===== src/rtl/scan_decoder.sv =====
// scan_decoder: registered N-to-2^N decoder with active-low outputs, an
// active-low enable and an auto-scan sequencer for time-multiplexed strobes.
//
// MODE=0 decodes SEL directly (one cycle of latency). MODE=1 steps the index
// every DIV cycles and wraps from 2^SEL_W-1 to 0, pulsing WRAP for the cycle
// that follows the wrap.
//
// Optional feature macro: SCAN_DECODER_BLANK_EN
//   Defined   - in scan mode, each step is followed by one all-ones blank cycle
//               on Y_L (break-before-make). CUR already shows the new index
//               during that cycle. Needs DIV >= 2.
//   Undefined - Y_L switches straight from the old one-hot to the new one.
module scan_decoder #(
  parameter int SEL_W = 2,
  parameter int DIV   = 4
) (
  input  logic                    CLK,
  input  logic                    RST,
  input  logic                    G_L,
  input  logic                    MODE,
  input  logic [SEL_W-1:0]        SEL,
  output logic [(2**SEL_W)-1:0]   Y_L,
  output logic [SEL_W-1:0]        CUR,
  output logic                    WRAP
);

  localparam int N  = 2 ** SEL_W;
  localparam int PW = (DIV > 1) ? $clog2(DIV) : 1;
  localparam logic [PW-1:0]    PRESC_MAX = PW'(DIV - 1);
  localparam logic [SEL_W-1:0] IDX_MAX   = SEL_W'(N - 1);

`ifdef SCAN_DECODER_BLANK_EN
  localparam bit BLANK_EN = 1'b1;
`else
  localparam bit BLANK_EN = 1'b0;
`endif

  // Parameter legality is checked at elaboration so a bad build never slips
  // through to silicon.
  generate
    if (SEL_W < 1 || SEL_W > 5) begin : g_bad_sel_w
      $error("scan_decoder: SEL_W must be in 1..5");
    end
    if (DIV < 1 || DIV > 65535) begin : g_bad_div
      $error("scan_decoder: DIV must be in 1..65535");
    end
    if (BLANK_EN && DIV < 2) begin : g_bad_blank_div
      $error("scan_decoder: blanking needs DIV >= 2");
    end
  endgenerate

  logic [SEL_W-1:0] index_q, index_n;
  logic [PW-1:0]    presc_q, presc_n;
  logic             wrap_n;
  logic             blank_n;
  logic [N-1:0]     y_n;

  // Next-state: direct load, prescaler count, or a scan step. MODE=0 takes
  // priority over a pending step so a falling MODE always loads SEL.
  always_comb begin
    index_n = index_q;
    presc_n = presc_q;
    wrap_n  = 1'b0;
    blank_n = 1'b0;
    if (!MODE) begin
      index_n = SEL;
      presc_n = '0;
    end else if (presc_q == PRESC_MAX) begin
      presc_n = '0;
      index_n = index_q + 1'b1;
      wrap_n  = (index_q == IDX_MAX);
      blank_n = BLANK_EN;
    end else begin
      presc_n = presc_q + 1'b1;
    end
  end

  // Output decode from the next index so Y_L, CUR and WRAP update together.
  // G_L only gates the pins; the sequencer keeps running underneath it.
  always_comb begin
    y_n = '1;
    for (int i = 0; i < N; i++) begin
      if (!G_L && !blank_n && (index_n == SEL_W'(i))) begin
        y_n[i] = 1'b0;
      end
    end
  end

  // State and output registers; reset overrides every other input.
  always_ff @(posedge CLK) begin
    if (RST) begin
      index_q <= '0;
      presc_q <= '0;
      Y_L     <= '1;
      WRAP    <= 1'b0;
    end else begin
      index_q <= index_n;
      presc_q <= presc_n;
      Y_L     <= y_n;
      WRAP    <= wrap_n;
    end
  end

  assign CUR = index_q;

endmodule


===== config.mk =====
export PLATFORM = sky130hd
export DESIGN_NAME = scan_decoder
export DESIGN_NICKNAME = d
export VERILOG_FILES = /design/src/rtl/scan_decoder.sv
export SDC_FILE = /design/constraint.sdc
export NUM_CORES = 1
export LEC_CHECK = 0
export CORE_AREA = 2 2 39 41
export CTS_CLUSTER_DIAMETER = 150
export DETAILED_ROUTE_END_ITERATION = 6
export DIE_AREA = 0 0 41 43
export GPL_ROUTABILITY_DRIVEN = 0
export GPL_TIMING_DRIVEN = 1
export PLACE_DENSITY = 0.63
export SKIP_CTS_REPAIR_TIMING = 1
export SYNTH_ARGS = -nofsm -noshare
export SYNTH_HDL_FRONTEND = slang
export SYNTH_SLANG_ARGS = --single-unit
export TNS_END_PERCENT = 100

===== constraint.sdc =====
create_clock -name CLK -period 1.4 [get_ports CLK]
set_input_delay 0.28 -clock CLK [delete_from_list [all_inputs] [get_ports CLK]]
set_output_delay 0.28 -clock CLK [all_outputs]
set_load 0.005 [all_outputs]

==> impl_results.md, run 1 <==
* Static Leak at 0.241 nW
* Unique masters post-synth at 14
* Post-synth top cells: dfxtp_1 (9), nor2_1 (5), ha_1 (3)
* Crit-path max cell delay at 0.49 ns
* Initial antenna violation count at 0
* M2 GR Usage at 0.122
* Total CTS buffers at 3
* Cells after Synth at 32
* WL/cell at 9.67 um
* Post-synth EDFFs at 0
* Startpoint Class: register
* Synthesized area at 352 sq um
* Clk buf depth at 2
* Crit path to: Y_L[0]
* GR Util met3 at 0.0314
* Fmax at 753 MHz
* Top cells by area, synth: dfxtp_1 (51%), ha_1 (11%), nor2_1 (5.3%)
* Fin nets at 58
* Most common cell in the netlist: dfxtp_1
* IO Port Bufs at 12
* CP endpoint kind: output port
* Critical Path RT at 1.12 ns
* CP Launch Point: Y_L[0]
* Max-cap violation count at 0
* Met1 GRT Util at 0.117
* Tmin final at 1.33 ns
* Overall Power at 535 uW
* RSZ-0062 raised after global routing: no
* # IOs at 13
* DRT iter0 DRCs at 5
* Clock skew at 0.000256 ns
* Worst Reg-to-Reg Cells at 4
* Largest net degree at the start of global routing at 9
* Vias post-DR at 284
* Antenna cell count at 0
* Hold Fails Final Rpt at 0
* Synth top area share at 0.512
* Layout area overhead at 49.8%
* CP Class: register to output port
* Die Y at 43 um
* All-Layer GR Usage at 0.0936
* Total global routing overflow at 0
* Ys flop type: dfxtp_1
* CTS tree: done
* Worst path top cell family by delay: buffers and inverters
* Placement Rows at 14
* Synth Register Bits at 9
* Syn Nets at 41
* Buf/Inv on CP at 1
* Routed wire length at 619 um
* Syn Area/Cell at 11.0 sq um
* FFs w/ async S/R, synth at 0
* Status: completed
* Crit path depth at 1
* First-pass DRT Iterations at 5
* Register area share after synthesis at 0.512
* Critical-path top delay cell: clkdlybuf4s50_1
* CTS clk-pin slew, worst paths at 0.06 ns
* Period utilization at 0.948
* Worst VDD drop at 0.000516 V
* PwrDens at 1020 nW/um^2
* Gr busiest metal: met2
* HP Class: register to register
* Clock latency on the worst-skew pair at 0.25 ns
* Flop2flop setup slack at 0.14 ns
* Global-route wire length before repair at 1070 um
* Final setup vio count at 0
* Synth warn at 0
* Die ar. at 1760 sq um
* DPL Wire Length at 484 um
* Number of global-route vias before repair at 269
* CTS HTree Levels at 1
* Slew HR at 0.789
* Die Wd at 41 um
* Clock Tree Root: clkbuf_4
* DRC violations left at 0
* RR Startpoint: presc_q[0]
* Via density at 4.44
* Crit path max fanout at 1
* Max Slew Vio Count at 0
* Area leader, netlist: dfxtp_1
* WP data arrival at 1.05 ns
* CP Cell Sequence: clkdlybuf4s50_1
* ANT nets after route at 0
* CTS sink cnt at 9
* Layout cells sized above 1 at 0.146
* Final setup TNS at 0 ns
* Core area at 1380 sq um
* Initial cell density of the core at 0.254
* Measured slew at the worst slew-check pin at 0.316 ns
* Critical R2R Capture: Y_L[1]
==> area by class of cell <==
type | count | area (sq um)
fillers | 140 | 857
multi-input cells | 22 | 166
flip-flops and latches | 9 | 181
clock buffers | 4 | 26.3
repair buffers | 13 | 133
well taps | 16 | 20.0
==> placed cells by master (no fill, tap or decap), drive strengths merged <==
master         synthesis  final
clkdlybuf4s50          0     10
dfxtp                  9      9
nor2                   5      5
clkbuf                 1      4
ha                     3      3
xnor2                  2      2
a21o                   2      2
nand3                  2      2
nand2                  2      2
dlymetal6s2s           0      2
mux2i                  1      1
a21oi                  1      1
nor4b                  1      1
a2111oi                1      1
and4b                  1      1
nor4bb                 1      1
buf                    0      1
==> sequential cells by signal, summed over array words and instances, names as in the netlist <==
| name | cells |
|---|---|
| presc_q | 2 |
| WRAP | 1 |
| Y_L | 4 |
| CUR | 2 |
==> power by group <==
group	total, mW	switching, mW	leakage (nW)	internal, mW
clock	0.189	0.0797	0.0150	0.109
sequential	0.275	0.00727	0.0741	0.268
combinational	0.0711	0.0280	0.152	0.0431
==> logic make-up after synthesis <==
| kind of cell | count (synthesis) | share of synthesized area |
|---|---|---|
| AO/OA/AOI/OAI | 4 | 0.0996 |
| multiplexers | 1 | 0.0285 |
| AND/OR/NAND/NOR | 12 | 0.189 |
| flip-flops | 9 | 0.512 |
| XOR/XNOR | 2 | 0.0498 |
| buffers and inverters | 1 | 0.0142 |
| adder cells (fa/ha/maj) | 3 | 0.107 |
==> how the worst min path moves through the flow <==
stage,start,endpoint,slack [ns],cells past startpoint
6_report,presc_q[0],presc_q[0],0.48,1
3_5_place_dp,presc_q[0],presc_q[0],0.46,1
3_3_place_gp,presc_q[0],presc_q[0],0.45,1
5_1_grt,presc_q[0],presc_q[0],0.49,1
4_1_cts,presc_q[0],presc_q[0],0.48,1
2_1_floorplan,RST,CUR[0],0.35,1
==> metrics by stage <==
step	setup WS, ns	utilization	hold WS [ns]	cell area (sq um)	instances
floorplan	0.146	-	0.352	352	32
global placement	-0.0552	0.357	0.453	494	60
detailed placement	-0.0551	0.357	0.456	494	60
CTS	-0.0871	0.376	0.480	520	64
global route	0.0199	0.381	0.494	527	64
finish	0.0728	0.381	0.475	527	64
==> per-layer routing <==
metal / wire length [um] / vias to the layer above
met5: 0 / -
met4: 15 / 0
met3: 27 / 2
li1: - / 144
met1: 292 / 131
met2: 283 / 7
Power figures use the tool's default switching activity.
==> run 2, diff against run 1 <==
--- a/config.mk
+++ b/config.mk
@@ -10,7 +10,6 @@
 export DETAILED_ROUTE_END_ITERATION = 6
 export DIE_AREA = 0 0 41 43
 export GPL_ROUTABILITY_DRIVEN = 0
-export GPL_TIMING_DRIVEN = 1
 export PLACE_DENSITY = 0.63
 export SKIP_CTS_REPAIR_TIMING = 1
 export SYNTH_ARGS = -nofsm -noshare
==> results of run 2 <==
The final DEF is identical to that of run 1; final timing and power are the same.
